### src/rtl/seg_readback.sv
// Loop-back reader for the multiplexed 7-segment bus: waits for a stable
// (anode, segment) pattern, decodes it back to a 5-bit character code per digit.
module seg_readback #(
  parameter int STABLE_CYCLES = 4
) (
  input  logic        clk,
  input  logic        rst_n,
  input  logic [6:0]  seg,
  input  logic [3:0]  an,
  output logic [19:0] codes,
  output logic [3:0]  digit_valid,
  output logic        frame_done,
  output logic        bad_pattern
);

  localparam logic [7:0] STABLE_LAST = 8'(STABLE_CYCLES - 1);
  localparam logic [7:0] STABLE_FULL = 8'(STABLE_CYCLES);
  localparam logic [4:0] CODE_BLANK  = 5'd22;
  localparam logic [4:0] CODE_BAD    = 5'd31;

  typedef enum logic [1:0] {
    IDLE  = 2'd0,
    TRACK = 2'd1,
    HELD  = 2'd2
  } state_t;

  state_t      state_reg, state_next;
  logic [10:0] hold_reg, hold_next;
  logic [7:0]  cnt_reg, cnt_next;
  logic [3:0]  mask_reg;
  logic [3:0]  digit_valid_reg;
  logic        frame_done_reg;
  logic        bad_pattern_reg;
  logic [4:0]  code_reg [4];

  logic [3:0]  sel;
  logic        sample_valid;
  logic        sample_same;
  logic        capture;
  logic [4:0]  decoded;
  logic [3:0]  mask_merged;

  // Inverse of the display character map; unknown patterns decode to 31.
  function automatic logic [4:0] decode(input logic [6:0] p);
    logic [4:0] c;
    case (p)
      7'b0000001: c = 5'd0;
      7'b1001111: c = 5'd1;
      7'b0010010: c = 5'd2;
      7'b0000110: c = 5'd3;
      7'b1001100: c = 5'd4;
      7'b0100100: c = 5'd5;
      7'b0100000: c = 5'd6;
      7'b0001111: c = 5'd7;
      7'b0000000: c = 5'd8;
      7'b0000100: c = 5'd9;
      7'b0001000: c = 5'd10;
      7'b1100000: c = 5'd11;
      7'b0110001: c = 5'd12;
      7'b1000010: c = 5'd13;
      7'b0110000: c = 5'd14;
      7'b0111000: c = 5'd15;
      7'b1110001: c = 5'd16;
      7'b0011000: c = 5'd17;
      7'b1101010: c = 5'd18;
      7'b1000001: c = 5'd19;
      7'b1111110: c = 5'd20;
      7'b1110111: c = 5'd21;
      7'b1111111: c = 5'd22;
      default:    c = CODE_BAD;
    endcase
    return c;
  endfunction

  // A sample is valid only when exactly one anode is driven.
  always_comb begin
    sel          = ~an;
    sample_valid = (sel != 4'b0000) && ((sel & (sel - 4'd1)) == 4'b0000);
    sample_same  = ({an, seg} == hold_reg);
    decoded      = decode(seg);
    mask_merged  = mask_reg | sel;
  end

  always_ff @(posedge clk) begin
    if (!rst_n) begin
      state_reg <= IDLE;
      hold_reg  <= '1;
      cnt_reg   <= 8'd0;
    end else begin
      state_reg <= state_next;
      hold_reg  <= hold_next;
      cnt_reg   <= cnt_next;
    end
  end

  always_comb begin
    state_next = state_reg;
    hold_next  = hold_reg;
    cnt_next   = cnt_reg;
    capture    = 1'b0;
    case (state_reg)
      IDLE: begin
        if (sample_valid) begin
          hold_next  = {an, seg};
          cnt_next   = 8'd1;
          state_next = TRACK;
        end
      end
      TRACK: begin
        if (!sample_valid) begin
          cnt_next   = 8'd0;
          state_next = IDLE;
        end else if (sample_same) begin
          if (cnt_reg == STABLE_LAST) begin
            cnt_next   = STABLE_FULL;
            capture    = 1'b1;
            state_next = HELD;
          end else begin
            cnt_next = cnt_reg + 8'd1;
          end
        end else begin
          hold_next = {an, seg};
          cnt_next  = 8'd1;
        end
      end
      HELD: begin
        if (!sample_valid) begin
          cnt_next   = 8'd0;
          state_next = IDLE;
        end else if (!sample_same) begin
          hold_next  = {an, seg};
          cnt_next   = 8'd1;
          state_next = TRACK;
        end
      end
      default: begin
        cnt_next   = 8'd0;
        state_next = IDLE;
      end
    endcase
  end

  genvar gi;
  generate
    for (gi = 0; gi < 4; gi++) begin : g_digit
      always_ff @(posedge clk) begin
        if (!rst_n) begin
          code_reg[gi]        <= CODE_BLANK;
          digit_valid_reg[gi] <= 1'b0;
        end else if (capture && sel[gi]) begin
          code_reg[gi]        <= decoded;
          digit_valid_reg[gi] <= 1'b1;
        end
      end
      assign codes[5*gi +: 5] = code_reg[gi];
    end
  endgenerate

  // The frame mask clears on the capture that completes it, so each
  // frame_done marks four fresh digit captures.
  always_ff @(posedge clk) begin
    if (!rst_n) begin
      mask_reg        <= 4'b0000;
      frame_done_reg  <= 1'b0;
      bad_pattern_reg <= 1'b0;
    end else begin
      frame_done_reg  <= 1'b0;
      bad_pattern_reg <= 1'b0;
      if (capture) begin
        bad_pattern_reg <= (decoded == CODE_BAD);
        if (mask_merged == 4'b1111) begin
          mask_reg       <= 4'b0000;
          frame_done_reg <= 1'b1;
        end else begin
          mask_reg <= mask_merged;
        end
      end
    end
  end

  assign digit_valid = digit_valid_reg;
  assign frame_done  = frame_done_reg;
  assign bad_pattern = bad_pattern_reg;

endmodule

### config.mk
export PLATFORM = sky130hd
export DESIGN_NAME = seg_readback
export DESIGN_NICKNAME = d
export VERILOG_FILES = /design/src/rtl/seg_readback.sv
export SDC_FILE = /design/constraint.sdc
export NUM_CORES = 1
export LEC_CHECK = 0
export ABC_AREA = 0
export BUFFER_PORTS_ARGS = -buffer_cell sky130_fd_sc_hd__buf_2
export CAP_MARGIN = 20
export CORE_ASPECT_RATIO = 0.6
export CORE_MARGIN = 5
export CORE_UTILIZATION = 30
export DETAILED_ROUTE_END_ITERATION = 10
export MAX_ROUTING_LAYER = met4
export PLACE_DENSITY_LB_ADDON = 0.25
export SETUP_SLACK_MARGIN = 0.02
export SYNTH_ARGS = -nofsm -noshare
export SYNTH_HDL_FRONTEND = slang
export SYNTH_SLANG_ARGS = --single-unit
### constraint.sdc
create_clock -name clk -period 2.9 [get_ports clk]
set_clock_uncertainty 0.15 [all_clocks]
set_input_delay 0 -clock clk [delete_from_list [all_inputs] [get_ports clk]]
set_output_delay 0 -clock clk [all_outputs]
set_load 0.01 [all_outputs]
* After elaboration in Yosys (flattened, before gate mapping)
Memories as Yosys holds them, arrays and structs flattened. Index checks and enable logic that the tools add are counted.
Word-level totals: register bits 31, bits in writable memories 20, input bits 13, output and inout bits 26, logic and storage cells 111, memories kept 1
Memories:
- code_reg | words 4, width 5, rd ports 4, clocked after memory_dff 0, wr ports 4, line 34 | logic [4:0] code_reg [4];
Cells by class: add/sub/neg operators 2, equal/unequal tests 34, multiplexer cells 42, bitwise logic cells 7, reductions and logical operators 15
Operators by type and width (number):
- $pmux W5 S23 | 1
- $eq A7 B7 Y1 const B | 10
- $mux W8 | 6
- $eq A7 B6 Y1 const B | 5
- $mux W11 | 3
- $pmux W8 S3 | 1
- $pmux W11 S2 | 1
- $mux W5 | 4
- $mux W1 | 18
- $eq A7 B3 Y1 const B | 2
- $eq A7 B4 Y1 const B | 2
- $eq A7 B5 Y1 const B | 2
- $mux W2 | 6
- $eq A11 B11 Y1 | 1
- $ne A3 B3 Y1 const B | 3
- $add A8 B1 Y8 const B | 1
- $eq A8 B2 Y1 const B | 1
- $reduce_and A4 Y1 | 2
- $eq A7 B1 Y1 const B | 1
- $logic_not A7 Y1 | 1
- $pmux W2 S3 | 1
- $eq A5 B5 Y1 const B | 1
- $logic_and A1 B1 Y1 | 5
- $and A4 B4 Y4 | 1
- 16 further kinds | 21

* Logic depth before layout (Yosys ltp)
depth in word-level cells 12, mapped depth 8, depth with buffers taken out 7

* Worst setup path after synthesis
No wires, ideal clock.
kind reg2reg, start register cnt_reg[6], end memory code_reg[0][0], enable pin, setup time 0.374 ns, data arrival time 1.817 ns, data required time 2.376 ns, slack 0.559 ns, stages on the path, launching flop included 5, buffers on the path 0, clock period less this slack 2.341 ns, path through dfxtp_1 or4_1 nor3_4 nand3_1 o21ai_0
RTL lines:
- from (decl) | line 29 | logic [7:0] cnt_reg, cnt_next;
- from (signal assigned) | line 92 | cnt_reg <= cnt_next;
- to (decl) | line 34

==> Implementation_results.wiki <==
{| class="wikitable"
! Metric !! Value
|-
| Status || complete, no violations
|-
| Global placer's final weighted congestion || approximately 0.89
|-
| Post-detailed-routing wire length || just under 8000 um
|-
| Peak fanout along the critical path || 13
|-
| Synth cell types || 60
|-
| IO Count || 39
|-
| Class of the most critical setup path || in2reg
|-
| Static power due to leakage || between 0.001 and 0.0015 uW
|-
| Sum of negative setup slack || 0 ns
|-
| Non-filler cells, final || 490
|-
| Number of buffers created by CTS || 5
|-
| Skew-Pair Late Insertion Delay || about 0.29 ns
|-
| Arrival time of data at the critical path endpoint || between 2 and 2.5 ns
|-
| Placeable core region || between 9000 and 10000 um^2
|-
| Count of placed standard cells including taps || approximately 480
|-
| Synthesis warning total || 0
|-
| Area of the die || about 12000 um^2
|-
| Num Clock Sinks || between 50 and 60
|-
| PostCTS Resize Cnt || 0
|-
| Mapped cell area || 2927 um^2
|-
| Actual transition at the worst max-transition pin || 0.6529 ns
|-
| Fill cell count || 934
|-
| Total non-filler cell area in the finished layout || about 3500 um^2
|-
| Vertical extent of the die || between 80 and 90 um
|-
| Period utilization || 88.20%
|-
| Footprint of the flip-flops and latches || between 1000 and 1500 um^2
|-
| Flip-flop count of the largest register, all copies and words added || 20
|-
| Critical path endpoint category || register
|-
| Critical Path RT || 2.79 ns
|-
| Power density of the placed cells || 525.6 nW/um^2
|-
| Number of enable-type register cells in the synthesized netlist || 20
|-
| H-Tree Level Count || 2
|-
| Clock input transition at the sequential cells of the worst setup and hold paths || about 0.07 ns
|-
| Dominant synthesized flop cell || sky130_fd_sc_hd__dfxtp_1
|-
| Root Buffer Master || sky130_fd_sc_hd__clkbuf_16
|-
| Fraction of layout instances using a drive strength above 1 || 20.33%
|-
| Total global routing track utilization || between 10% and 20%
|-
| Bufs on Longest Clock Path || 2
|-
| Async set-reset flop share out of synthesis || 0%
|-
| Half-perimeter wire length of the detailed placement result || 5556 um
|-
| Final number of max-transition violations || 0
|-
| Placement Rows || 27
|-
| Buffers on Ports || 38
|-
| Syn Inst Count || approximately 320
|-
| Remaining DRCs || 0
|-
| Multi-input gate area in the final layout || about 1500 um^2
|-
| Max-cap check violation count || 0
|-
| Clock tree from TritonCTS || done
|-
| Sequential fraction of the synthesis area || around two fifths
|-
| Vias post-DR || ~2500
|-
| 1st-pass router iterations || 5
|-
| Commonest non-fill, non-tap cell in the layout || sky130_fd_sc_hd__buf_2
|-
| Kind of start point of the critical path || primary input
|-
| Post-Place Cell Area || roughly 3300 um^2
|-
| Largest vdd supply drop || between 0.2 and 0.25 mV
|-
| Slew headroom || a little under three fifths
|-
| Number of hold buffers added after CTS || 5
|-
| Number of antenna violations at the first check in global routing || 1
|-
| DR vias/cell || 5.200
|-
| Horizontal die dimension || 137.5 um
|-
| Leading cell types in the layout, fill and taps excluded || sky130_fd_sc_hd__buf_2 (38), sky130_fd_sc_hd__nand2_1 (31), sky130_fd_sc_hd__dfxtp_1 (31)
|-
| First-pass GRT wire length || 12710 um
|-
| Total congestion overflow after global routing || 0
|-
| Buffer count from post-CTS setup fixing || 0
|-
| Growth of design area from synthesis to finish || 18.13%
|-
| First DRT Iteration DRCs || around 220
|-
| Final number of hold-violating endpoints || 0
|-
| Tightest Hold Check Type || in2reg
|-
| Syn_nets || roughly 340
|-
| Vias in the first global route || approximately 2400
|-
| Final ANT Viol Nets || 0
|-
| Period minus WS final || between 2 and 3 ns
|-
| Number of synthesized register bits || 51
|-
| Post-synthesis average cell area || slightly above 9 um^2
|-
| Detail-routed net length per standard cell || roughly 16 um
|-
| Largest net degree at the start of global routing || 37
|-
| Unrepaired setup endpoints after global routing || no
|-
| Maximum frequency from static timing analysis || ~390 MHz
|-
| Starting density of the core || between 30% and 40%
|-
| Number of nets in the layout || 376
|-
| Final number of setup-violating endpoints || 0
|}
cell usage after synthesis, types with 3 or more instances:
master	count	share of area, %
sky130_fd_sc_hd__o41ai_1	3	0.90
sky130_fd_sc_hd__a2bb2oi_1	4	1.2
sky130_fd_sc_hd__and3_1	7	1.5
sky130_fd_sc_hd__nor2_1	25	3.2
sky130_fd_sc_hd__nand3_1	9	1.5
sky130_fd_sc_hd__ha_1	5	2.1
sky130_fd_sc_hd__o21a_1	10	2.6
sky130_fd_sc_hd__inv_1	13	1.7
sky130_fd_sc_hd__edfxtp_1	20	21
sky130_fd_sc_hd__a21oi_1	7	1.2
sky130_fd_sc_hd__nand4b_1	3	0.90
sky130_fd_sc_hd__dfxtp_1	31	21
sky130_fd_sc_hd__clkbuf_1	7	0.90
sky130_fd_sc_hd__nand2_1	31	4.0
sky130_fd_sc_hd__nand4_1	5	1.1
sky130_fd_sc_hd__nand2b_1	3	0.64
sky130_fd_sc_hd__nor3_1	18	3.1
sky130_fd_sc_hd__xor2_1	10	3.0
sky130_fd_sc_hd__mux2i_1	11	3.8
sky130_fd_sc_hd__a31oi_1	6	1.3
sky130_fd_sc_hd__nand3b_1	3	0.77
sky130_fd_sc_hd__or2_2	4	0.85
sky130_fd_sc_hd__buf_2	13	2.2
sky130_fd_sc_hd__nor4bb_1	5	1.7
sky130_fd_sc_hd__o21ai_0	15	2.6
sky130_fd_sc_hd__o211ai_1	5	1.3
per-stage QoR:
step	util, %	hold WS [ns]	power [uW]	setup slack, ns
global route	36.94	0.06915	1924	0.1123
floorplan	-	0.1062	1123	0.5593
detailed placement	34.79	0.1975	1224	0.4635
global placement	34.79	0.1836	1225	0.4345
CTS	36.92	0.01074	1837	0.3527
finish	36.94	0.01019	1817	0.3421
worst max-delay path, cell delays in order:
cell and delay, ns:
sky130_fd_sc_hd__dlygate4sd3_1 0.53, sky130_fd_sc_hd__buf_2 0.17, sky130_fd_sc_hd__buf_4 0.19, sky130_fd_sc_hd__nor4bb_1 0.47
sky130_fd_sc_hd__a32oi_1 0.14, sky130_fd_sc_hd__nand4_1 0.22, sky130_fd_sc_hd__nor3_1 0.12, sky130_fd_sc_hd__nor4b_2 0.49
sky130_fd_sc_hd__nand2_1 0.10
power by group:
part / total [uW] / switching (uW) / internal [uW]
registers: 812 / 30.1 / 782
logic: 407 / 237 / 170
clock network: 598 / 273 / 324
area by class of cell:
cell class / count / share of cell area [%]
clock inverters: 3 / 0.6877
diodes: 1 / 0.07238
flip-flops and latches: 51 / 35.32
repair buffers: 56 / 9.772
multi-input cells: 231 / 44.41
clock buffers: 5 / 3.619
well taps: 130 / 4.705
inverters: 13 / 1.412
cell families (layout without fill, tap and decap cells):
| family | count (synthesis) | in the layout | synth area share (%) |
|---|---|---|---|
| buf+inv | 37 | 77 | 5.815 |
| xor+xnor | 12 | 12 | 3.848 |
| flops | 51 | 51 | 41.73 |
| other cells | 0 | 1 | 0 |
| mux | 11 | 11 | 3.762 |
| compound gates | 70 | 70 | 16.67 |
| fa+ha+maj | 5 | 5 | 2.138 |
| simple gates | 133 | 133 | 26.04 |
layer usage:
metal / GRT usage (%) / vias to the layer above / share of wire (%)
met2: 16.77 / 96 / 38
met1: 22.09 / 1195 / 53
met5: - / - / 0
li1: - / 1252 / -
met4: 3.080 / 0 / 0.82
met3: 4.060 / 5 / 7.8
worst paths after layout:
path	from	to	slack (ns)	depth (start not counted)
setup / recovery	seg[2]	code_reg[1][1]	0.34	9
hold / removal	an[2]	hold_reg[9]	0.01	3
hold reg to reg	digit_valid[1]	digit_valid[1]	0.31	1
setup reg to reg	cnt_reg[6]	code_reg[1][0]	0.48	5
Power figures use the tool's default switching activity.
